**src/rtl/calc_pkg.sv**
```systemverilog
// Shared types and constants for the calc_sched arbitrated add/sub front end.
package calc_pkg;

    localparam int unsigned WIDTH_DEFAULT = 4;

    localparam logic OP_ADD = 1'b0;
    localparam logic OP_SUB = 1'b1;

    typedef enum logic [1:0] {
        S_IDLE,
        S_EXEC,
        S_RESP
    } state_e;

endpackage

```
**src/rtl/calc_addsub.sv**
```systemverilog
// Combinational ripple add/subtract; result is {carry, WIDTH-bit sum}.
module calc_addsub
    import calc_pkg::*;
#(
    parameter int unsigned WIDTH = WIDTH_DEFAULT
) (
    input  logic [WIDTH-1:0] a_i,
    input  logic [WIDTH-1:0] b_i,
    input  logic             op_i,
    output logic [WIDTH:0]   result_o
);

    logic [WIDTH-1:0] b_eff;
    logic [WIDTH-1:0] sum;
    logic [WIDTH:0]   carry;

    always_comb begin
        b_eff = b_i;
        unique case (op_i)
            OP_ADD:  b_eff = b_i;
            // Negate first so B=0 yields a zero carry rather than the A+~B+1 carry.
            OP_SUB:  b_eff = ~b_i + WIDTH'(1);
            default: b_eff = b_i;
        endcase
        carry = '0;
        sum   = '0;
        for (int i = 0; i < WIDTH; i++) begin
            sum[i]     = a_i[i] ^ b_eff[i] ^ carry[i];
            carry[i+1] = (a_i[i] & b_eff[i]) | (carry[i] & (a_i[i] ^ b_eff[i]));
        end
        result_o = {carry[WIDTH], sum};
    end

endmodule

```
**src/rtl/calc_sched.sv**
```systemverilog
// Round-robin arbitrated front end for the shared add/sub unit (IDLE -> EXEC -> RESP).
// Optional op counter output ops_done enabled by defining CALC_SCHED_STATS_EN.
module calc_sched
    import calc_pkg::*;
#(
    parameter int unsigned  WIDTH = WIDTH_DEFAULT,
    parameter int unsigned  NREQ  = 2,
    localparam int unsigned IDW   = $clog2(NREQ)
) (
    input  logic                  clk,
    input  logic                  rst_n,
    input  logic [NREQ-1:0]       req_valid,
    output logic [NREQ-1:0]       req_ready,
    input  logic [NREQ*WIDTH-1:0] req_a,
    input  logic [NREQ*WIDTH-1:0] req_b,
    input  logic [NREQ-1:0]       req_op,
    output logic                  rsp_valid,
    input  logic                  rsp_ready,
    output logic [IDW-1:0]        rsp_id,
    output logic [WIDTH:0]        rsp_result
`ifdef CALC_SCHED_STATS_EN
    ,
    output logic [15:0]           ops_done
`endif
);

    state_e           state_q, state_d;
    logic [IDW-1:0]   last_grant_q, last_grant_d;
    logic [WIDTH-1:0] opa_q, opa_d;
    logic [WIDTH-1:0] opb_q, opb_d;
    logic             op_q, op_d;
    logic [IDW-1:0]   gid_q, gid_d;
    logic             rsp_valid_q, rsp_valid_d;
    logic [IDW-1:0]   rsp_id_q, rsp_id_d;
    logic [WIDTH:0]   rsp_result_q, rsp_result_d;

    logic [WIDTH:0]   alu_result;
    logic             grant_found;
    logic [IDW-1:0]   grant_idx;
    logic [IDW-1:0]   cand;

    // First valid requester searching upward from last_grant+1, wrapping.
    always_comb begin
        grant_found = 1'b0;
        grant_idx   = '0;
        cand        = '0;
        for (int unsigned k = 1; k <= NREQ; k++) begin
            cand = IDW'((32'(last_grant_q) + k) % NREQ);
            if (!grant_found && req_valid[cand]) begin
                grant_found = 1'b1;
                grant_idx   = cand;
            end
        end
    end

    calc_addsub #(
        .WIDTH (WIDTH)
    ) u_addsub (
        .a_i      (opa_q),
        .b_i      (opb_q),
        .op_i     (op_q),
        .result_o (alu_result)
    );

    always_comb begin
        state_d      = state_q;
        last_grant_d = last_grant_q;
        opa_d        = opa_q;
        opb_d        = opb_q;
        op_d         = op_q;
        gid_d        = gid_q;
        rsp_valid_d  = rsp_valid_q;
        rsp_id_d     = rsp_id_q;
        rsp_result_d = rsp_result_q;
        req_ready    = '0;
        unique case (state_q)
            S_IDLE: begin
                if (grant_found) begin
                    req_ready[grant_idx] = 1'b1;
                    opa_d   = req_a[grant_idx*WIDTH +: WIDTH];
                    opb_d   = req_b[grant_idx*WIDTH +: WIDTH];
                    op_d    = req_op[grant_idx];
                    gid_d   = grant_idx;
                    state_d = S_EXEC;
                end
            end
            S_EXEC: begin
                rsp_result_d = alu_result;
                rsp_id_d     = gid_q;
                rsp_valid_d  = 1'b1;
                state_d      = S_RESP;
            end
            S_RESP: begin
                if (rsp_ready) begin
                    last_grant_d = rsp_id_q;
                    rsp_valid_d  = 1'b0;
                    state_d      = S_IDLE;
                end
            end
            default: state_d = S_IDLE;
        endcase
    end

`ifdef CALC_SCHED_STATS_EN
    logic [15:0] ops_done_q, ops_done_d;

    always_comb begin
        ops_done_d = ops_done_q;
        if (rsp_valid_q && rsp_ready) begin
            ops_done_d = ops_done_q + 16'd1;
        end
    end

    assign ops_done = ops_done_q;
`endif

    always_ff @(posedge clk) begin
        if (!rst_n) begin
            state_q      <= S_IDLE;
            last_grant_q <= IDW'(NREQ - 1);
            opa_q        <= '0;
            opb_q        <= '0;
            op_q         <= OP_ADD;
            gid_q        <= '0;
            rsp_valid_q  <= 1'b0;
            rsp_id_q     <= '0;
            rsp_result_q <= '0;
`ifdef CALC_SCHED_STATS_EN
            ops_done_q   <= '0;
`endif
        end else begin
            state_q      <= state_d;
            last_grant_q <= last_grant_d;
            opa_q        <= opa_d;
            opb_q        <= opb_d;
            op_q         <= op_d;
            gid_q        <= gid_d;
            rsp_valid_q  <= rsp_valid_d;
            rsp_id_q     <= rsp_id_d;
            rsp_result_q <= rsp_result_d;
`ifdef CALC_SCHED_STATS_EN
            ops_done_q   <= ops_done_d;
`endif
        end
    end

    assign rsp_valid  = rsp_valid_q;
    assign rsp_id     = rsp_id_q;
    assign rsp_result = rsp_result_q;

endmodule

```
**config.mk**
```make
export PLATFORM = sky130hd
export DESIGN_NAME = calc_sched
export DESIGN_NICKNAME = d
export VERILOG_FILES = /design/src/rtl/calc_pkg.sv /design/src/rtl/calc_addsub.sv /design/src/rtl/calc_sched.sv
export SDC_FILE = /design/constraint.sdc
export NUM_CORES = 1
export LEC_CHECK = 0
export CORE_ASPECT_RATIO = 1.1
export CORE_MARGIN = 1.5
export CORE_UTILIZATION = 45
export CTS_CLUSTER_SIZE = 14
export DETAILED_ROUTE_END_ITERATION = 6
export PLACE_DENSITY = 0.74
export SLEW_MARGIN = 40
export SYNTH_ARGS = -nofsm -noshare
export SYNTH_HDL_FRONTEND = slang
export SYNTH_HIERARCHICAL = 1
export SYNTH_SLANG_ARGS = --single-unit
```
**constraint.sdc**
```tcl
create_clock -name clk -period 2.6 [get_ports clk]
set_input_delay 0.39 -clock clk [delete_from_list [all_inputs] [get_ports clk]]
set_output_delay 0.39 -clock clk [all_outputs]
set_load 0.02 [all_outputs]
```
==> run summary <==
final period utilization: 93.22%
detailed-route DRC error count: 0
mux cell area share after synthesis: 7.901%
vias: 914
RSZ-0062 raised after global routing: false
Final Hold Fails: 0
initial antenna violation count: 0
CTS root buffer: clkbuf_4
Post-synth EDFFs: 0
hpwl dp: 1.735 mm
pwr/cell area: 526.2 nW/um^2
syn nets: 141
crit path from: opb_q[0]$_SDFFE_PN0P_
TNS Setup: 0 ns
CTS tree: yes
CP endpoint kind: register
HP Class: register to register
Power Internal: 514.2 uW
initial DRC count: 10
flop2flop setup slack: 0.18 ns
Post-CTS Setup Bufs: 0
area leader, netlist: dfxtp_1
number of global-route vias before repair: 828
Area contributors post-synth: dfxtp_1, nand3_1, mux2i_1, fa_1, a31oi_1
post-CTS resize count: 0
Synth Area in Simple Gates: 21.11%
die height: 52.78 um
Comb power frac: 25.8%
synthesis-to-layout area growth: 37.16%
CTS sink cnt: 20
worst r2r path cells: 9
WS Path Type: register to register
worst path arrival time: 2.63 ns
max cap viols: 0
Synth Area in Adders: 8.395%
total global-route track usage: 21.37%
Net Sw Frac: 29.71%
Synth Cell Area: 1013 sq um
largest net degree at the start of global routing: 20
Core Util, Final: 67.37%
Yosys reg bits: 20
Synth Area in Compound Gates: 14.20%
Yosys cell types: 30
reg-to-reg critical path endpoint: rsp_result[3]$_SDFFE_PN0P_
share of cells above drive strength 1: 9.524%
Vias/cell: 5.223
Die X: 48.25 um
diode count: 0
clk buf depth: 2
hold_buf cts: 0
synth warn: 6
DRT Pass-1 Iters: 4
status: finished clean
Initial Utilization: 49.12%
first-pass GRT wire length: 3.760 mm
Post-Synthesis Cells: 113
# port buffers: 31
most frequent cell after synthesis: dfxtp_1
Endpoint, Worst Hold: gid_q$_SDFFE_PN0P_
RR Startpoint: opb_q[0]$_SDFFE_PN0P_
Static Leakage: 0.0005208 uW
critical path startpoint category: register
Peak Freq: 412.6 MHz
Layout Nets: 176
Switch Pwr: 217.3 uW
Worst Hold Launch: gid_q$_SDFFE_PN0P_
Worst Hold Path Cells: 2
min cycle time layout: 2.424 ns
sequential fraction of design power: 48.2%
Max IR drop VDD: 0.0002986 V
final slew viol count: 0
Req. time, crit path: 2.81 ns
Routed wire per std cell: 13.24 um
Rel. slew slack: 47.04%
async set or reset register ratio after synthesis: 0%
register area share after synthesis: 39.51%
grt ovf: 0
Worst Path Max Fanout: 4
Final setup viols: 0
clock share of power: 26.0%
xor/xnor share of the synthesized area: 1.728%
combinational family with the most area after synthesis: simple AND/OR/NAND/NOR gates
routability cong.: 0.7640
cell row count: 17
clk_lat worst skew: 0.32 ns
core area: 2063 sq um
post-synth top area share: 39.51%
Avg Cell Area, Syn: 8.969 sq um
top_reg_cell synth: dfxtp_1
Least-Margin Pin Slew: 0.7915 ns
final wirelength: 2.317 mm
Clk pin slew, worst setup/hold paths: 0.12 ns
die area: 2546 sq um
antenna-violating nets left: 0
# H-tree levels: 1
Ports: 32
Worst Skew: 0.005763 ns
CTS buffer count: 3
Post-synth top cells: dfxtp_1, nand3_1, nor2_1, a31oi_1, inv_1
state kept, by name, indices dropped and copies added (netlist names):
| signal | cells |
|---|---|
| rsp_result | 5 |
| opa_q | 4 |
| opb_q | 4 |
| state_q | 2 |
| gid_q | 1 |
| last_grant_q | 1 |
| op_q | 1 |
| rsp_id | 1 |
| rsp_valid | 1 |
worst max-delay path, cell delays in order, from the launching register on:
cell and delay (ns):
dfxtp_1 0.42, inv_1 0.07, ha_1 0.28, mux2i_1 0.09
fa_1 0.42, fa_1 0.38, inv_1 0.08, fa_1 0.40
mux2i_1 0.14, nor2_1 0.05
worst max-delay path by stage:
stage	endpoint	slack [ns]	cells after the start
finish	rsp_result[3]$_SDFFE_PN0P_	0.18	9
global route	rsp_result[3]$_SDFFE_PN0P_	0.06	9
CTS	rsp_result[3]$_SDFFE_PN0P_	0.17	9
detailed placement	rsp_result[3]$_SDFFE_PN0P_	0.19	9
global placement	rsp_result[3]$_SDFFE_PN0P_	0.29	9
floorplan	rsp_result[3]$_SDFFE_PN0P_	0.34	9
metal layers:
layer,up-vias,wire length [um],track usage (%)
met5,-,0,0
met4,0,41,9.459
met3,5,120,3.793
met2,29,1153,34.87
met1,418,1003,26.33
li1,462,-,-
logic make-up (layout without fill, tap and decap cells):
group	Yosys count	in the layout
AOI/OAI and AO/OA	23	23
xor gates and xnor gates	2	2
adders and majority gates	5	5
buffers and inverters	15	49
DFF	20	20
muxes	8	8
and+or+nand+nor	40	40
power by group through the flow:
stage / Clock (uW) / Combinational (uW) / Sequential, uW
finish: 190 / 189 / 352
floorplan: 0 / 107 / 363
detailed placement: 0 / 189 / 359
global placement: 0 / 185 / 357
global route: 203 / 208 / 357
CTS: 191 / 190 / 352
cell type report:
cell class	instances	area (sq um)
fill	195	673.1
multi-input combinational	78	540.5
sequential	20	400.4
timing repair buffer	35	340.3
inverter	10	37.54
clock buffer	4	36.28
tap	28	35.03
placed cells by master (no fill, tap or decap), types with 2 or more instances in the layout:
cell,n
a31oi_1,9
buf_4,4
clkbuf_4,3
clkdlybuf4s50_1,31
dfxtp_1,20
fa_1,3
ha_1,2
inv_1,9
mux2i_1,8
nand2_1,2
nand3_1,18
nor2_1,10
o21ai_0,3
o21ai_1,7
xnor2_1,2
per-stage QoR:
stage	setup slack [ns]	hold WS [ns]	power, uW	instance area, sq um	cells
floorplan	0.3387	0.4519	470.0	1013	113
global placement	0.2887	0.4658	542.6	1354	171
detailed placement	0.1870	0.4827	548.3	1354	171
CTS	0.1694	0.5015	733.1	1390	175
global route	0.05805	0.5298	766.8	1390	175
finish	0.1764	0.4964	731.5	1390	175
Note: power is estimated with default switching activity, not from simulation.
